===== config.mk =====
export PLATFORM = sky130hd
export DESIGN_NAME = pipe_skid_reg_flat
export DESIGN_NICKNAME = d
export VERILOG_FILES = /design/src/rtl/pipe_skid_reg_if.sv /design/src/rtl/pipe_skid_reg.sv /design/src/flat_wrapper.sv
export SDC_FILE = /design/constraint.sdc
export NUM_CORES = 1
export LEC_CHECK = 0
export BUFFER_PORTS_ARGS = -buffer_cell sky130_fd_sc_hd__clkbuf_2
export CAP_MARGIN = 15
export CORE_MARGIN = 4
export CORE_UTILIZATION = 59
export CTS_BUF_LIST = sky130_fd_sc_hd__clkbuf_4
export CTS_CLUSTER_DIAMETER = 30
export DETAILED_ROUTE_END_ITERATION = 8
export PLACE_DENSITY_LB_ADDON = 0.15
export SYNTH_ARGS = -nofsm -noshare
export SYNTH_HDL_FRONTEND = slang
export SYNTH_SLANG_ARGS = --single-unit

===== constraint.sdc =====
create_clock -name Clk -period 3.1 [get_ports Clk]
set_input_delay 0.465 -clock Clk [delete_from_list [all_inputs] [get_ports Clk]]
set_output_delay 0.465 -clock Clk [all_outputs]
set_load 0.01 [all_outputs]

===== src/rtl/pipe_skid_reg_if.sv =====
// Handshake bundle for pipe_skid_reg: upstream valid/ready/data in, downstream valid/ready/data out.
interface pipe_skid_reg_if #(
  parameter int unsigned WIDTH = 32
) ();
  logic             in_valid;
  logic             in_ready;
  logic [WIDTH-1:0] in_data;
  logic             out_valid;
  logic             out_ready;
  logic [WIDTH-1:0] out_data;

  // Side that drives the pipeline register (upstream producer + downstream consumer).
  modport master (
    output in_valid, in_data, out_ready,
    input  in_ready, out_valid, out_data
  );

  // The pipeline register itself.
  modport slave (
    input  in_valid, in_data, out_ready,
    output in_ready, out_valid, out_data
  );
endinterface


===== src/rtl/pipe_skid_reg.sv =====
// Pipeline register with a 2-entry skid buffer: registered in_ready, full
// throughput, FIFO ordering, synchronous flush. All outputs come from state.
module pipe_skid_reg #(
  parameter int unsigned      WIDTH       = 32,
  parameter logic [WIDTH-1:0] RESET_VALUE = '0
) (
  input  logic           Clk,
  input  logic           Reset_n,
  input  logic           flush,
  pipe_skid_reg_if.slave bus,
  output logic [1:0]     occupancy
);

  typedef enum logic [1:0] {
    EMPTY = 2'd0,
    FULL  = 2'd1,
    SKID  = 2'd2
  } state_e;

  state_e           state_q, state_d;
  logic [WIDTH-1:0] main_q, main_d;
  logic [WIDTH-1:0] skid_q, skid_d;
  logic             in_ready;
  logic             out_valid;
  logic             in_fire;
  logic             out_fire;

  assign in_ready      = (state_q != SKID);
  assign out_valid     = (state_q != EMPTY);
  assign in_fire       = bus.in_valid & in_ready;
  assign out_fire      = out_valid & bus.out_ready;
  assign bus.in_ready  = in_ready;
  assign bus.out_valid = out_valid;
  assign bus.out_data  = main_q;

  // Occupancy is a direct decode of the state.
  always_comb begin
    occupancy = 2'd0;
    unique case (state_q)
      FULL:    occupancy = 2'd1;
      SKID:    occupancy = 2'd2;
      default: occupancy = 2'd0;
    endcase
  end

  // Next-state and next-data logic; flush overrides every transition.
  always_comb begin
    state_d = state_q;
    main_d  = main_q;
    skid_d  = skid_q;
    if (flush) begin
      state_d = EMPTY;
      main_d  = RESET_VALUE;
      skid_d  = RESET_VALUE;
    end else begin
      unique case (state_q)
        EMPTY: begin
          if (in_fire) begin
            main_d  = bus.in_data;
            state_d = FULL;
          end
        end
        FULL: begin
          if (in_fire && out_fire) begin
            main_d = bus.in_data;
          end else if (in_fire) begin
            skid_d  = bus.in_data;
            state_d = SKID;
          end else if (out_fire) begin
            state_d = EMPTY;
          end
        end
        SKID: begin
          if (out_fire) begin
            main_d  = skid_q;
            state_d = FULL;
          end
        end
        default: begin
          state_d = EMPTY;
        end
      endcase
    end
  end

  // State and data registers with asynchronous active-low reset.
  always_ff @(posedge Clk or negedge Reset_n) begin
    if (!Reset_n) begin
      state_q <= EMPTY;
      main_q  <= RESET_VALUE;
      skid_q  <= RESET_VALUE;
    end else begin
      state_q <= state_d;
      main_q  <= main_d;
      skid_q  <= skid_d;
    end
  end

  a_occ_max: assert property (@(posedge Clk) disable iff (!Reset_n) occupancy <= 2'd2);
  a_no_fire_in_skid: assert property (@(posedge Clk) disable iff (!Reset_n)
    !(in_fire && state_q == SKID));
  a_state_legal: assert property (@(posedge Clk) disable iff (!Reset_n)
    state_q inside {EMPTY, FULL, SKID});

endmodule


===== src/flat_wrapper.sv =====
// flat-port wrapper written by rule: the top's interface ports become plain ports
module pipe_skid_reg_flat 
#(
  parameter int unsigned      WIDTH       = 32,
  parameter logic [WIDTH-1:0] RESET_VALUE = '0
)
  (Clk, Reset_n, flush, occupancy, bus_in_valid, bus_in_data, bus_out_ready, bus_in_ready, bus_out_valid, bus_out_data);
  pipe_skid_reg_if #(.WIDTH(WIDTH)) bus_i ();
  input  logic Clk;
  input  logic Reset_n;
  input  logic flush;
  output logic [1:0] occupancy;
  input wire logic [$bits(bus_i.in_valid)-1:0] bus_in_valid;
  input wire logic [$bits(bus_i.in_data)-1:0] bus_in_data;
  input wire logic [$bits(bus_i.out_ready)-1:0] bus_out_ready;
  output wire logic [$bits(bus_i.in_ready)-1:0] bus_in_ready;
  output wire logic [$bits(bus_i.out_valid)-1:0] bus_out_valid;
  output wire logic [$bits(bus_i.out_data)-1:0] bus_out_data;
  assign bus_i.in_valid = bus_in_valid;
  assign bus_i.in_data = bus_in_data;
  assign bus_i.out_ready = bus_out_ready;
  assign bus_in_ready = bus_i.in_ready;
  assign bus_out_valid = bus_i.out_valid;
  assign bus_out_data = bus_i.out_data;
  pipe_skid_reg #(.WIDTH(WIDTH), .RESET_VALUE(RESET_VALUE)) u_core (.Clk(Clk), .Reset_n(Reset_n), .flush(flush), .bus(bus_i), .occupancy(occupancy));
endmodule

==> After elaboration in Yosys (flattened, before gate mapping) <==
Cells that the tools add are included.
{ "totals": {"register_bits": 66} }
{ "op_classes": {"n_bitwise": 2, "eq_ne": 9, "reduce_logical": 9, "mux": 16} }
{ "op_table": {"columns": ["operator", "n"], "rows": [
  ["two-way mux 32 bit", 7],
  ["case mux 32 bit (3 select lines)", 1],
  ["two-way mux 2 bit", 6],
  ["inequality test 3 x 2 -> 1 bit (second input constant)", 3],
  ["AND reduction 4 bit", 2],
  ["case mux 2 bit (3 select lines)", 1],
  ["nonzero test 2 bit", 3],
  ["inequality test 2 bit (second input constant)", 2],
  ["inequality test 4 x 2 -> 1 bit (second input constant)", 1],
  ["case mux 2 bit (2 select lines)", 1],
  ["nonzero test 4 bit", 1],
  ["inequality test 3 bit (second input constant)", 1],
  ["AND reduction 3 bit", 1],
  ["AND 1 bit", 2],
  ["== test 2 x 1 -> 1 bit (second input constant)", 1],
  ["== test 2 bit (second input constant)", 1],
  ["logical NOT 2 bit", 1],
  ["logical AND 1 bit", 1]
]} }

==> Logic depth before layout (Yosys ltp) <==
{ "logic_depth": {"ltp_word": 7, "ltp_mapped": 8, "depth_no_buf": 6} }

==> Worst setup path after synthesis <==
No wires, ideal clock.
{ "synth_path": {"kind": "register to register", "startpoint": "register u_core.state_q[0]", "endpoint": "register u_core.main_q[0], in the netlist u_core.bus.out_data[0]", "setup_time_ns": 0.123, "required_ns": 2.977, "path_buffers": 1, "setup_slack_ns": 1.321, "period_less_slack_ns": 1.779, "path_stages_with_launch": 8, "arrival_ns": 1.656, "cell_sequence": "dfrtp_1 inv_1 ha_1 and4bb_1 o32a_1 o21ai_1 buf_4 o2bb2ai_1"} }
{ "synth_between": {"elab_chain_cells": 5, "word_cells_on_any_way": 15} }
{ "synth_lines": {"columns": ["element", "line", "text"], "rows": [
  ["start: declaration", "pipe_skid_reg.sv:20", "state_e state_q, state_d;"],
  ["start signal: assignment", "pipe_skid_reg.sv:93", "state_q <= state_d;"],
  ["inequality test 2 bit / nonzero test 2 bit (equally long branches)", "pipe_skid_reg.sv:28, pipe_skid_reg.sv:29", null],
  ["AND 1 bit, on equally long branches", "pipe_skid_reg.sv:30, pipe_skid_reg.sv:31", null],
  ["logical AND 1 bit", "pipe_skid_reg.sv:64", "if (in_fire && out_fire) begin"],
  ["inequality test 3 x 2 -> 1 bit (no line)", null, null],
  ["AND reduction 4 bit (no line)", null, null],
  ["end signal: assignment", "pipe_skid_reg.sv:94", "main_q <= main_d;"],
  ["end: declaration", "pipe_skid_reg.sv:21", "logic [WIDTH-1:0] main_q, main_d;"]
]} }
Several ways; a longest one is shown, not always the timed one.
A chain may end at the register's enable or synchronous reset.

==> Worst setup path after layout <==
{ "layout_path": {"startpoint": "register u_core.state_q[0]", "endpoint": "register u_core.skid_q[8]"} }
{ "layout_between": {"elab_chain_cells": 5, "word_cells_on_any_way": 10} }
{ "layout_lines": {"columns": ["element", "line", "text"], "rows": [
  ["inequality test 2 bit / nonzero test 2 bit (equally long branches)", "pipe_skid_reg.sv:28, pipe_skid_reg.sv:29", null],
  ["AND 1 bit, on equally long branches", "pipe_skid_reg.sv:30, pipe_skid_reg.sv:31", null],
  ["logical AND 1 bit", "pipe_skid_reg.sv:64", null],
  ["inequality test 2 bit (no line)", null, null],
  ["AND reduction 3 bit (no line) (*)", null, null],
  ["end signal: assignment", "pipe_skid_reg.sv:95", "skid_q <= skid_d;"],
  ["end: declaration", "pipe_skid_reg.sv:22", "logic [WIDTH-1:0] skid_q, skid_d;"]
]} }
Every way passes the cells marked *; elsewhere a longest branch is shown, timed or not.

==> flow_summary.yaml <==
synth:
  ys_seq_area_share_pct: 57.8
  synth_async_sr_flop_share_pct: 100
  yosysMostFrequentCell: "dfrtp_1"
  synthAdderAreaFrac_pct: 2.63
  synth_compound_gate_area_share_pct: 22.0
  yosysTopAreaCellShare_pct: 57.8
  ys_ff_latch: 66
  yosys.area_share.xor_xnor_pct: 0
  synth_top_family_by_area: "compound AO/OA/AOI/OAI gates"
  synth_top_cell_by_area: "dfrtp_1"
  yosysUniqueCellTypes: 26
  synth_ff_type: "dfrtp_1"
  synthTopCellsByArea: "dfrtp_1, mux2i_1, a22o_1"
  avgSynthCellArea_um2: 13.5
  synth_mux_area_share_pct: 11.2
  synth_edf_count: 0
  synth_common_cells: "dfrtp_1, a22o_1, mux2i_1, o2bb2ai_1, buf_2"
  synthSimpleGateAreaFrac_pct: 2.80
  yosys_warnings: 0
  synth.cell_area_um2: 2860
  synth_nets: 255
  synth_cells: 212
grt:
  antenna_found_initial: 0
  grt_pass1_wl_um: 9780
  grt_util_all_layers_pct: 20.8
  grt_pass1_vias: 2045
  grt-ovfl-total: 0
  grt_max_degree: 67
final_layout:
  finalNetCount: 331
  finalNonFillerCells: 358
  multiInputGateArea_um2: 1110
  fillerInstances: 332
  drive_above_1_share_pct: 33.3
  area_growth_pct: 19.4
  antenna_cells: 0
  seq_area_um2: 1650
route:
  dr.first_iter.drc_count: 99
  via_count: 2027
  firstDrtPassIters: 4
  ant_nets: 0
  remaining_drc_errors: 0
  drt-vias-per-instance: 5.66
  wire_per_inst_um: 16.4
  wl_um: 5880
sta:
  max_slew.worst_pin.slew_ns: 0.801
  hold_viol: 0
  rsz0062_at_grt: "no"
  period_needed_ns: 2.19
  fin_crit_sh_pct: 70.6
  drv_slew: 0
  slew_headroom_pct: 46.6
  skew_ns: 0.00773
  setup_tns_ns: 0
  fmax_mhz: 457
  setup_viol: 0
worst_setup_path:
  critPathLaunchType: "flop"
  r2r_end: "u_core.skid_q[8]$_DFFE_PN0P_"
  r2r-start: "u_core.state_q[0]$_DFFE_PN0P_"
  crit_required_ns: 3.43
  cp_data_arrival_time_ns: 2.51
  end_kind: "flop"
  worstSetupPathType: "reg -> reg"
  rr_worst_depth: 6
  r2r_setup_slack_ns: 0.91
  worstPathMaxFanout: 22
power_and_ir_drop:
  combPwrFrac_pct: 23.2
  seqPwrFrac_pct: 51.6
  p_clk_share_pct: 25.2
  pwr_density_cell_nw_per_um2: 585
  p_switching_w: 0.000603
  power.internal_w: 0.00140
  netSwitchingFraction_pct: 30.1
  vdd_drop_max_v: 0.000284
  leakage_nw: 1.65
cts:
  tritoncts: "done"
  cts_resized: 0
  cts.clk_slew.worst_paths_ns: 0.10
  numClockSinks: 66
  ctsHoldBuffers: 0
  cts_setup_buffers: 0
  cts_buffer_depth: 2
  cts_made_buffers: 9
  ctsHtreeMaxLevel: 3
  root_buffer: "clkbuf_4"
  insertion_delay_ns: 0.39
place:
  dpl.hpwl_um: 4060
  dp.cells: 344
  place.gp.congestion: 0.816
  port_buffers: 72
floorplan:
  rows: 25
  die_y_um: 77.6
  die_area_um2: 6020
  die_w_um: 77.6
  initial_utilization_pct: 60.5
  core_area_um2: 4720
  io_pins: 73
run:
  maxCapViolCount: 0
min_path:
  min_path_type: "in -> async"
run_status:
  status: "complete, no violations"
==> area by class of cell <==
class                      count  area share (%)
clock buffer                   9            1.98
clock inverter                 5            1.39
inverter                       4           0.440
multi-input combinational    125            32.6
sequential                    66            48.4
tap                           67            2.46
timing repair buffer          82            12.8
==> through the flow <==
step	hold WS [ns]	instance area [µm²]	setup WS [ns]	total power (W)	utilization (%)
after floorplan	0.169	2860	1.32	0.00131	-
after global placement	0.471	3300	0.987	0.00151	69.9
after detailed placement	0.472	3300	0.920	0.00152	69.9
after CTS	0.253	3410	0.880	0.00203	72.3
after global routing	0.284	3410	0.721	0.00212	72.3
final	0.236	3410	0.912	0.00200	72.3
==> worst max path at each step <==
stage | from | end | depth (start not counted)
after global routing | u_core.state_q[0]$_DFFE_PN0P_ | u_core.skid_q[7]$_DFFE_PN0P_ | 6
after detailed placement | u_core.state_q[0]$_DFFE_PN0P_ | u_core.skid_q[9]$_DFFE_PN0P_ | 6
after global placement | u_core.state_q[0]$_DFFE_PN0P_ | u_core.skid_q[7]$_DFFE_PN0P_ | 6
after floorplan | u_core.state_q[0]$_DFFE_PN0P_ | u_core.bus.out_data[0]$_DFFE_PN0P_ | 7
final | u_core.state_q[0]$_DFFE_PN0P_ | u_core.skid_q[8]$_DFFE_PN0P_ | 6
after CTS | u_core.state_q[0]$_DFFE_PN0P_ | u_core.skid_q[13]$_DFFE_PN0P_ | 6
==> cell usage in the layout (no fill, tap or decap), drive strengths merged <==
cell type,count
o21ai,2
o41ai,1
nor2,3
nand2,1
a22o,32
o221ai,1
o21a,1
o2bb2ai,32
buf,10
and4bb,1
clkbuf,81
ha,6
o32a,1
nor2b,3
inv,4
clkinv,4
nand2b,2
a21oi,3
or3,1
bufinv,1
nand3b,1
mux2i,32
nor3b,1
a21o,1
dfrtp,66
==> registers in the layout (all words and copies together), names as in the netlist <==
name and flops:
u_core.bus.out_data 32, u_core.skid_q 32, u_core.state_q 2
==> logic make-up after synthesis <==
kind of cell,count (synthesis)
adder cells (fa/ha/maj),6
AND/OR/NAND/NOR,13
buffers and inverters,21
AO/OA/AOI/OAI,74
flip-flops,66
multiplexers,32
==> routing by layer <==
layer | part of all wire (%) | global-route usage [%] | wire, µm
met4 | 1.7 | 10.7 | 101
met5 | 0 | 0 | 0
met2 | 46 | 30.9 | 2730
met3 | 4.5 | 3.94 | 267
met1 | 47 | 29.3 | 2780
==> critical path: stages (launching register included) <==
cell and delay (ns):
dfrtp_1 0.44, inv_1 0.12, ha_1 0.44, nor3b_1 0.14
a21oi_2 0.45, buf_4 0.35, a22o_1 0.18
==> power by group through the flow <==
stage / sequential, W / clock (W) / combinational, W
floorplan: 0.00108 / 0 / 0.000238
global placement: 0.00105 / 0 / 0.000466
detailed placement: 0.00105 / 0 / 0.000470
CTS: 0.00103 / 0.000524 / 0.000472
global route: 0.00105 / 0.000565 / 0.000507
finish: 0.00103 / 0.000504 / 0.000464
Power figures use the tool's default switching activity.
